### src/rtl/scan_shift_ctrl_pkg.sv
// Shared scan-test definitions: controller state encoding and the MISR
// feedback polynomial used by the response compactor.
package scan_shift_ctrl_pkg;

    // Controller states. CKE is only ever high in SHIFT, CAPTURE and UNLOAD.
    typedef enum logic [2:0] {
        ST_IDLE    = 3'd0,
        ST_LOAD    = 3'd1,
        ST_SHIFT   = 3'd2,
        ST_CAPTURE = 3'd3,
        ST_UNLOAD  = 3'd4
    } state_e;

    // CCITT polynomial x^16+x^12+x^5+1; narrower signatures take the low bits.
    localparam logic [63:0] MISR_POLY = 64'h0000_0000_0000_1021;

endpackage

### src/rtl/scan_shift_ctrl_if.sv
// Pattern-in / response-out handshake bundle between the test source and the
// scan shift controller. The controller connects through the slave modport.
interface scan_shift_ctrl_if #(
    parameter int CHAIN_LEN = 16
) ();

    logic                 pat_valid;
    logic                 pat_ready;
    logic [CHAIN_LEN-1:0] pat_data;
    logic                 pat_last;

    logic                 resp_valid;
    logic                 resp_ready;
    logic [CHAIN_LEN-1:0] resp_data;

    // Test source side: offers patterns, consumes responses.
    modport master (
        output pat_valid, pat_data, pat_last, resp_ready,
        input  pat_ready, resp_valid, resp_data
    );

    // Controller side.
    modport slave (
        input  pat_valid, pat_data, pat_last, resp_ready,
        output pat_ready, resp_valid, resp_data
    );

endinterface

### src/rtl/scan_shift_ctrl_misr.sv
// Internal-XOR MISR compacting each published scan response into a running
// signature. Responses wider than the signature are folded by XOR-ing
// SIG_W-bit chunks together, the top chunk zero-padded.
module scan_misr
    import scan_shift_ctrl_pkg::*;
#(
    parameter int SIG_W     = 16,
    parameter int CHAIN_LEN = 16
) (
    input  logic                 CLK,
    input  logic                 RN,
    input  logic                 clr,
    input  logic                 en,
    input  logic [CHAIN_LEN-1:0] data,
    output logic [SIG_W-1:0]     sig
);

    localparam logic [SIG_W-1:0] POLY = MISR_POLY[SIG_W-1:0];
    localparam logic [SIG_W-1:0] ZERO = {SIG_W{1'b0}};

    // Response bit i lands in chunk i/SIG_W at position i%SIG_W.
    function automatic logic [SIG_W-1:0] fold(input logic [CHAIN_LEN-1:0] d);
        logic [SIG_W-1:0] acc;
        acc = ZERO;
        for (int i = 0; i < CHAIN_LEN; i++) begin
            acc[i % SIG_W] = acc[i % SIG_W] ^ d[i];
        end
        return acc;
    endfunction

    logic [SIG_W-1:0] sig_q;
    logic [SIG_W-1:0] sig_d;
    logic [SIG_W-1:0] fb_s;

    // Next signature: clear wins over an update, otherwise hold.
    always_comb begin
        sig_d = sig_q;
        fb_s  = sig_q[SIG_W-1] ? POLY : ZERO;
        if (clr) begin
            sig_d = ZERO;
        end else if (en) begin
            sig_d = {sig_q[SIG_W-2:0], 1'b0} ^ fb_s ^ fold(data);
        end else begin
            sig_d = sig_q;
        end
    end

    // Signature register.
    always_ff @(posedge CLK or negedge RN) begin
        if (!RN) begin
            sig_q <= ZERO;
        end else begin
            sig_q <= sig_d;
        end
    end

    assign sig = sig_q;

endmodule

### src/rtl/scan_shift_ctrl.sv
// Scan shift controller: loads patterns serially into a scan chain, applies a
// one-cycle functional capture, and unloads the previous response while the
// next pattern shifts in. The chain clock enable is held low whenever the
// controller waits, so chain contents survive any stall on either handshake.
module scan_shift_ctrl
    import scan_shift_ctrl_pkg::*;
#(
    parameter int CHAIN_LEN = 16,
    parameter int SIG_W     = 16
) (
    input  logic              CLK,
    input  logic              RN,
    input  logic              start,
    scan_shift_ctrl_if.slave  bus,
    output logic              CKE,
    output logic              SE,
    output logic              SI,
    input  logic              SO,
    output logic              busy,
    output logic              done,
    output logic [SIG_W-1:0]  signature
);

    localparam int                   CNT_W    = $clog2(CHAIN_LEN);
    localparam logic [CNT_W-1:0]     CNT_ZERO = {CNT_W{1'b0}};
    localparam logic [CNT_W-1:0]     CNT_ONE  = CNT_W'(1);
    localparam logic [CNT_W-1:0]     CNT_LAST = CNT_W'(CHAIN_LEN - 1);
    localparam logic [CHAIN_LEN-1:0] VEC_ZERO = {CHAIN_LEN{1'b0}};

    state_e               state_q, state_d;
    logic [CHAIN_LEN-1:0] sh_q, sh_d;           // pattern out at MSB, SO in at LSB
    logic [CNT_W-1:0]     cnt_q, cnt_d;
    logic                 first_q, first_d;     // next shift unloads power-up junk
    logic                 last_q, last_d;       // final pattern already applied
    logic                 resp_valid_q, resp_valid_d;
    logic [CHAIN_LEN-1:0] resp_data_q, resp_data_d;
    logic                 done_q, done_d;
    logic                 cke_q, cke_d;
    logic                 se_q, se_d;
    logic                 si_q, si_d;
    logic                 pat_ready_q, pat_ready_d;
    logic                 busy_q, busy_d;

    logic [CHAIN_LEN-1:0] shift_in_s;
    logic                 misr_clr_s;
    logic                 misr_en_s;

    // Next-state and datapath update for the session sequencer.
    always_comb begin
        state_d     = state_q;
        sh_d        = sh_q;
        cnt_d       = cnt_q;
        first_d     = first_q;
        last_d      = last_q;
        resp_data_d = resp_data_q;
        done_d      = 1'b0;
        misr_clr_s  = 1'b0;
        misr_en_s   = 1'b0;
        shift_in_s  = {sh_q[CHAIN_LEN-2:0], SO};

        if (resp_valid_q && bus.resp_ready) begin
            resp_valid_d = 1'b0;
        end else begin
            resp_valid_d = resp_valid_q;
        end

        case (state_q)
            ST_IDLE: begin
                if (start) begin
                    misr_clr_s = 1'b1;
                    first_d    = 1'b1;
                    last_d     = 1'b0;
                    state_d    = ST_LOAD;
                end else begin
                    state_d    = ST_IDLE;
                end
            end
            ST_LOAD: begin
                if (last_q) begin
                    // Final response still sits in the chain; unload it once
                    // the previous one has been taken.
                    if (!resp_valid_q) begin
                        cnt_d   = CNT_ZERO;
                        state_d = ST_UNLOAD;
                    end else begin
                        state_d = ST_LOAD;
                    end
                end else if (bus.pat_valid && pat_ready_q) begin
                    sh_d    = bus.pat_data;
                    last_d  = bus.pat_last;
                    cnt_d   = CNT_ZERO;
                    state_d = ST_SHIFT;
                end else begin
                    state_d = ST_LOAD;
                end
            end
            ST_SHIFT: begin
                sh_d = shift_in_s;
                if (cnt_q == CNT_LAST) begin
                    cnt_d   = CNT_ZERO;
                    state_d = ST_CAPTURE;
                    if (first_q) begin
                        first_d = 1'b0;
                    end else begin
                        resp_data_d  = shift_in_s;
                        resp_valid_d = 1'b1;
                        misr_en_s    = 1'b1;
                    end
                end else begin
                    cnt_d   = cnt_q + CNT_ONE;
                    state_d = ST_SHIFT;
                end
            end
            ST_CAPTURE: begin
                state_d = ST_LOAD;
            end
            ST_UNLOAD: begin
                sh_d = shift_in_s;
                if (cnt_q == CNT_LAST) begin
                    cnt_d        = CNT_ZERO;
                    resp_data_d  = shift_in_s;
                    resp_valid_d = 1'b1;
                    misr_en_s    = 1'b1;
                    done_d       = 1'b1;
                    state_d      = ST_IDLE;
                end else begin
                    cnt_d   = cnt_q + CNT_ONE;
                    state_d = ST_UNLOAD;
                end
            end
            default: begin
                state_d = ST_IDLE;
            end
        endcase
    end

    // Output lookahead: decode the next state so every output comes from a flop
    // and lines up with the state it belongs to.
    always_comb begin
        cke_d       = (state_d == ST_SHIFT) || (state_d == ST_CAPTURE) || (state_d == ST_UNLOAD);
        se_d        = (state_d == ST_SHIFT) || (state_d == ST_UNLOAD);
        si_d        = (state_d == ST_SHIFT) ? sh_d[CHAIN_LEN-1] : 1'b0;
        pat_ready_d = (state_d == ST_LOAD) && !resp_valid_d && !last_d;
        busy_d      = (state_d != ST_IDLE);
    end

    // Controller state and registered outputs.
    always_ff @(posedge CLK or negedge RN) begin
        if (!RN) begin
            state_q      <= ST_IDLE;
            sh_q         <= VEC_ZERO;
            cnt_q        <= CNT_ZERO;
            first_q      <= 1'b0;
            last_q       <= 1'b0;
            resp_valid_q <= 1'b0;
            resp_data_q  <= VEC_ZERO;
            done_q       <= 1'b0;
            cke_q        <= 1'b0;
            se_q         <= 1'b0;
            si_q         <= 1'b0;
            pat_ready_q  <= 1'b0;
            busy_q       <= 1'b0;
        end else begin
            state_q      <= state_d;
            sh_q         <= sh_d;
            cnt_q        <= cnt_d;
            first_q      <= first_d;
            last_q       <= last_d;
            resp_valid_q <= resp_valid_d;
            resp_data_q  <= resp_data_d;
            done_q       <= done_d;
            cke_q        <= cke_d;
            se_q         <= se_d;
            si_q         <= si_d;
            pat_ready_q  <= pat_ready_d;
            busy_q       <= busy_d;
        end
    end

    scan_misr #(
        .SIG_W     (SIG_W),
        .CHAIN_LEN (CHAIN_LEN)
    ) u_misr (
        .CLK  (CLK),
        .RN   (RN),
        .clr  (misr_clr_s),
        .en   (misr_en_s),
        .data (resp_data_d),
        .sig  (signature)
    );

    assign bus.pat_ready  = pat_ready_q;
    assign bus.resp_valid = resp_valid_q;
    assign bus.resp_data  = resp_data_q;
    assign CKE            = cke_q;
    assign SE             = se_q;
    assign SI             = si_q;
    assign busy           = busy_q;
    assign done           = done_q;

endmodule

### src/flat_wrapper.sv
// flat-port wrapper written by rule: the top's interface ports become plain ports
module scan_shift_ctrl_flat import scan_shift_ctrl_pkg::*;
#(
    parameter int CHAIN_LEN = 16,
    parameter int SIG_W     = 16
)
  (CLK, RN, start, CKE, SE, SI, SO, busy, done, signature, bus_pat_valid, bus_pat_data, bus_pat_last, bus_resp_ready, bus_pat_ready, bus_resp_valid, bus_resp_data);
  scan_shift_ctrl_if #(.CHAIN_LEN(CHAIN_LEN)) bus_i ();
  input  logic CLK;
  input  logic RN;
  input  logic start;
  output logic CKE;
  output logic SE;
  output logic SI;
  input  logic SO;
  output logic busy;
  output logic done;
  output logic [SIG_W-1:0] signature;
  input wire logic [$bits(bus_i.pat_valid)-1:0] bus_pat_valid;
  input wire logic [$bits(bus_i.pat_data)-1:0] bus_pat_data;
  input wire logic [$bits(bus_i.pat_last)-1:0] bus_pat_last;
  input wire logic [$bits(bus_i.resp_ready)-1:0] bus_resp_ready;
  output wire logic [$bits(bus_i.pat_ready)-1:0] bus_pat_ready;
  output wire logic [$bits(bus_i.resp_valid)-1:0] bus_resp_valid;
  output wire logic [$bits(bus_i.resp_data)-1:0] bus_resp_data;
  assign bus_i.pat_valid = bus_pat_valid;
  assign bus_i.pat_data = bus_pat_data;
  assign bus_i.pat_last = bus_pat_last;
  assign bus_i.resp_ready = bus_resp_ready;
  assign bus_pat_ready = bus_i.pat_ready;
  assign bus_resp_valid = bus_i.resp_valid;
  assign bus_resp_data = bus_i.resp_data;
  scan_shift_ctrl #(.CHAIN_LEN(CHAIN_LEN), .SIG_W(SIG_W)) u_core (.CLK(CLK), .RN(RN), .start(start), .bus(bus_i), .CKE(CKE), .SE(SE), .SI(SI), .SO(SO), .busy(busy), .done(done), .signature(signature));
endmodule
### config.mk
export PLATFORM = sky130hd
export DESIGN_NAME = scan_shift_ctrl_flat
export DESIGN_NICKNAME = d
export VERILOG_FILES = /design/src/rtl/scan_shift_ctrl_pkg.sv /design/src/rtl/scan_shift_ctrl_if.sv /design/src/rtl/scan_shift_ctrl_misr.sv /design/src/rtl/scan_shift_ctrl.sv /design/src/flat_wrapper.sv
export SDC_FILE = /design/constraint.sdc
export NUM_CORES = 1
export LEC_CHECK = 0
export ABC_AREA = 1
export CAP_MARGIN = 20
export CELL_PAD_IN_SITES_DETAIL_PLACEMENT = 0
export CELL_PAD_IN_SITES_GLOBAL_PLACEMENT = 1
export CORE_ASPECT_RATIO = 1.2
export CORE_MARGIN = 4
export CORE_UTILIZATION = 34
export DETAILED_ROUTE_END_ITERATION = 12
export PLACE_DENSITY = 0.81
export SLEW_MARGIN = 20
export SYNTH_ARGS = -nofsm -noshare
export SYNTH_HDL_FRONTEND = slang
export SYNTH_SLANG_ARGS = --single-unit
export TNS_END_PERCENT = 5
### constraint.sdc
create_clock -name CLK -period 1.7 [get_ports CLK]
set_input_delay 0.34 -clock CLK [delete_from_list [all_inputs] [get_ports CLK]]
set_output_delay 0.34 -clock CLK [all_outputs]
set_load 0.03 [all_outputs]
Word level (Yosys, flattened, before mapping)
Index checks and enable logic that the tools add are counted.

operators by class
  $add $sub $neg = 1
  reductions and logical operators = 18
  eq/ne operators = 15
  multiplexer cells = 42
  bitwise gates (word level) = 2

operator list
  operator             count
  $mux 16              7
  $pmux 16 s2          2
  $xor 16x16->16       2
  $mux 1               18
  $mux 4               4
  $pmux 3 s5           1
  $mux 13              1
  $eq 3x2->1 const B   4
  $mux 3               3
  $reduce_and 3->1     3
  $pmux 1 s2           4
  $pmux 4 s2           1
  $eq 3x1->1 const B   2
  $eq 3x3->1 const B   2
  $reduce_bool 2->1    3
  $add 4x1->4 const B  1
  $eq 4x4->1 const B   1
  $logic_and 1x1->1    4
  $ne 2x1->1 const B   2
  $ne 2x2->1 const B   2
  $logic_not 3->1      1
  $logic_or 1x1->1     3
  $ne 3x1->1 const B   1
  $ne 3x3->1 const B   1
  other kinds (4)      5

storage, ports and cells
  bits in registers = 64
  word-level logic and storage cells = 93
  output and inout bits = 39

Logic depth before layout (Yosys ltp)
  depth in word-level cells = 8
  mapped depth = 11
  gate-level depth less buffers = 10

Cells and area by module
Synthesis repeated with hierarchy kept, for this count alone.

second synthesis, totals
  cell total of the unflattened synthesis = 333
  area total of the unflattened synthesis = 3000.4 um^2

modules (own cells, without submodules)
  module           times used  cells an instance  sequential area each (um^2)  area each (um^2)
  scan_shift_ctrl  1           250                1201.2                       2178.3
  scan_misr        1           83                 400.4                        822.0

Worst setup path before layout
Ideal clock, no wire load.

  kind = reg-to-reg
  start point = reg u_core.cnt_q[0]
  end point = reg u_core.u_misr.sig_q[10], in the netlist u_core.u_misr.sig[10]
  data arrival time = 1.460 ns
  clock period less this slack = 1.577 ns
  buffers on the path = 1
  path slack = 0.123 ns
  data required time = 1.583 ns
  cell stages (with the launch flop) = 12
  path through = dfrtp_1 > ha_1 > nand2_1 > nor2_4 > nand2_4 > nand2_4 > buf_6 > nand2_2 > nand2_2 > nand2_1 > nand3_1 > nand2_1

between the ends
  cells in the longest elaborated chain, start to end = 6

RTL lines
  element                            line                                           RTL
  from (decl)                        scan_shift_ctrl.sv:32                          logic [CNT_W-1:0] cnt_q, cnt_d;
  from (signal assigned)             scan_shift_ctrl.sv:166                         cnt_q <= cnt_d;
  $eq 4x4->1 *                       scan_shift_ctrl.sv:99, scan_shift_ctrl.sv:119
  $mux 16, on equally long branches  scan_shift_ctrl.sv:119, scan_shift_ctrl.sv:99
  $pmux 16 s2 *                      scan_shift_ctrl.sv:67                          case (state_q)
  via u_core.resp_data_d[10]         scan_shift_ctrl.sv:36                          logic [CHAIN_LEN-1:0] resp_data_q, resp_data_d;
  $xor 16x16->16 *                   scan_shift_ctrl_misr.sv:42                     sig_d = {sig_q[SIG_W-2:0], 1'b0} ^ fb_s ^ fold(data);
  $mux 16 *                          scan_shift_ctrl_misr.sv:41                     end else if (en) begin
  $mux 16 *                          scan_shift_ctrl_misr.sv:39                     if (clr) begin
  to (signal assigned)               scan_shift_ctrl_misr.sv:53                     sig_q <= sig_d;
  to (decl)                          scan_shift_ctrl_misr.sv:31                     logic [SIG_W-1:0] sig_q;

The timed path passes the listed nets; every way through them passes the cells marked *. The select of a mux whose other input is x is not followed.
A chain may end at the register's enable or synchronous reset.

Worst setup path after layout
  start point = reg u_core.se_q, in the netlist u_core.SE
  end point = out SE

RTL lines
  element                 line                    RTL
  from (decl)             scan_shift_ctrl.sv:39   logic se_q, se_d;
  from (signal assigned)  scan_shift_ctrl.sv:159  se_q <= 1'b0;
  from (signal assigned)  scan_shift_ctrl.sv:173  se_q <= se_d;
  to (decl)               flat_wrapper.sv:13      output logic SE;

No word-level cell between the ends.

==> metrics.txt <==
total power 5.823 mW; Max VDD drop 0.5579 mV; Reg2Reg Capture Point u_core.u_misr.sig[11]; Buffers on Ports 61; CTS H-tree lvls 3; Hold WC Path Type input port to async pin; TritonRoute pass-1 iters 4; CP Buf/Inv Count 1; critical path fanouts, max 1; vias per inst 4.754; # setup viols final 0; max-cap viol count 0; CP Cell Sequence clkdlybuf4s50_1; routed wire length per instance 14.02 um; worst slack, placed -0.07127 ns; r2r worst-path depth 12; initial core utilization 35.45%; first-pass GRT wire length 13430 um; Crit path max-delay family buffers and inverters; final WL 8217 um; CP Data Required Time 1.36 ns; share of layout cells above drive strength 1 16.42%; synth unique cells 26; slowest stage cell, crit path clkdlybuf4s50_1; WS Path Type register to primary output; Core Area 8750 um2; Final Worst Setup Slack 0.03812 ns; Synth top cells by count 108 x nand2_1, 64 x dfrtp_1, 55 x nand3_1; top_reg_cell synth dfrtp_1; PD cells 1379 nW/um2; Worst-path clk slew 0.07 ns; Sink Count 64; Clock Path Buffers 2; largest area contributor in the netlist dfrtp_1; CTS tree done; DRC Markers 0; synth top area cells dfrtp_1 52%, nand2_1 13%, nand3_1 8.9%, inv_1 6.1%, nand2_2 4.4%; slew margin rel. 72.74%; antenna violation net count after detailed routing 0; Slew Viols, Final 0; gr ovfl total 0; Die ar. 10720 um2; crit-path max cell delay 0.66 ns; Total GRT Usage 15.86%; Hold Vio Cnt, Final 0; DIE HEIGHT 112.6 um; Synth Instances 379; die width 95.19 um; #FFs+latches synth 64; Yosys warnings 0; number of enable flip-flop cells after synthesis 0; Avg Cell Area, Syn 8.184 um2; Async SR Flop Fraction 100.0%; Slew @ Worst Pin 0.4079 ns; most common cell in the netlist nand2_1; Root Driver clkbuf_8; minimum clock period 1.662 ns; fmax 0.6017 GHz; # fillers 840; Critical Path Source u_core.SE; crit path capture type primary output; Post-Syn Area 3102 um2; fin crit share 97.76%; Skew-Pair Late Insertion Delay 0.34 ns; IO Pins 62; CTS buffer count 9; Lkg Pwr 2.299 nW; Synth top area share 51.63%; Iter 0 DRT Violations 175; largest net degree at the start of global routing 65; flop-to-flop setup slack 0.10 ns; GP Congestion 0.8130; area added between synthesis and finish 36.10%; FP Rows 37; HPWL after DPL 5816 um; Data arrival, critical path 1.32 ns; syn nets 403; Startpoint Class register; NumNets Final 489; vias in the first global route 2869; initial antenna violation count 0; Seq/Total Area, Yosys 51.63%; routed vias 2786; status finished, final reports clean; RR Startpoint u_core.state_q[0]; Clock Skews 0.007372 ns; Diodes inserted 0
==> per-layer routing <==
metal	track usage (%)	routed length, um	part of all wire (%)	vias up
met1	20.52	3606	44	1318
met4	6.256	133	1.6	0
met3	4.021	374	4.6	15
met5	0	0	0	-
li1	-	-	-	1386
met2	25.18	4103	50	67
==> layout make-up <==
type,count,area (um2),share of cell area (%)
Sequential cell,64,1602,37.94
Multi-Input combinational cell,251,1265,29.96
Timing Repair Buffer,86,838.3,19.86
Inverter,53,198.9,4.713
Clock buffer,11,151.4,3.586
Tap cell,117,146.4,3.468
Clock inverter,4,20.02,0.4742
==> flip-flops by register name, indices dropped and copies added (netlist names) <==
register,cells
u_core.CKE,1
u_core.SE,1
u_core.SI,1
u_core.bus.pat_ready,1
u_core.bus.resp_data,16
u_core.bus.resp_valid,1
u_core.busy,1
u_core.cnt_q,4
u_core.done,1
u_core.first_q,1
u_core.last_q,1
u_core.sh_q,16
u_core.state_q,3
u_core.u_misr.sig,16
==> cells in the final DEF (no fill, tap or decap), types with 4 or more instances in the layout <==
cell / n
nand4_1: 4
nand2_1: 108
nand3_1: 55
buf_4: 18
nor2_2: 4
dfrtp_1: 64
nand2_2: 22
clkinv_2: 4
inv_1: 50
nor2_1: 21
a21oi_1: 6
clkbuf_8: 11
clkdlybuf4s50_1: 23
dlygate4sd2_1: 34
o221ai_1: 15
==> metrics by stage <==
step	area (um2)	util, %	hold WS [ns]	std cells	setup TNS (ns)
floorplan	3102	-	0.04441	379	0
global placement	3986	45.56	0.3826	568	-0.8049
detailed placement	3986	45.56	0.3832	568	-0.8557
CTS	4120	47.09	0.01590	583	0
global route	4222	48.25	0.02133	586	-0.01986
finish	4222	48.25	0.003172	586	0
==> kinds of logic (layout without fill, tap and decap cells) <==
group           Yosys count  in the layout  share of synthesized area [%]
xor+xnor                  2              2                         0.5648
compound gates           26             26                          6.212
buf+inv                  64            154                          8.673
simple gates            222            222                          32.51
fa+ha+maj                 1              1                         0.4033
flops                    64             64                          51.63
==> worst max-delay path by stage <==
| stage | slack [ns] | cells after the start | to |
|---|---|---|---|
| 2_1_floorplan | 0.12 | 11 | u_core.u_misr.sig[10] |
| 3_3_place_gp | -0.06 | 6 | u_core.u_misr.sig[0] |
| 3_5_place_dp | -0.07 | 6 | u_core.u_misr.sig[3] |
| 4_1_cts | 0.009 | 1 | CKE |
| 5_1_grt | -0.02 | 11 | u_core.u_misr.sig[14] |
| 6_report | 0.04 | 1 | SE |
==> power by group <==
part           internal (mW)  total [mW]  switching (mW)
clock network          0.590        1.16           0.570
logic                  0.949        2.50            1.55
registers               1.94        2.16           0.225
total                   3.48        5.82            2.35
==> timing repair <==
item / 4_1_cts / 5_1_grt
setup buffers: 0 / 1
cloned: 0 / 2
gates resized for setup: 35 / 11
endpoints found under the hold margin: 0 / 0
setup endpoints to repair: 50 / 18
hold buffers: 0 / 0
Note: power is estimated with default switching activity, not from simulation.
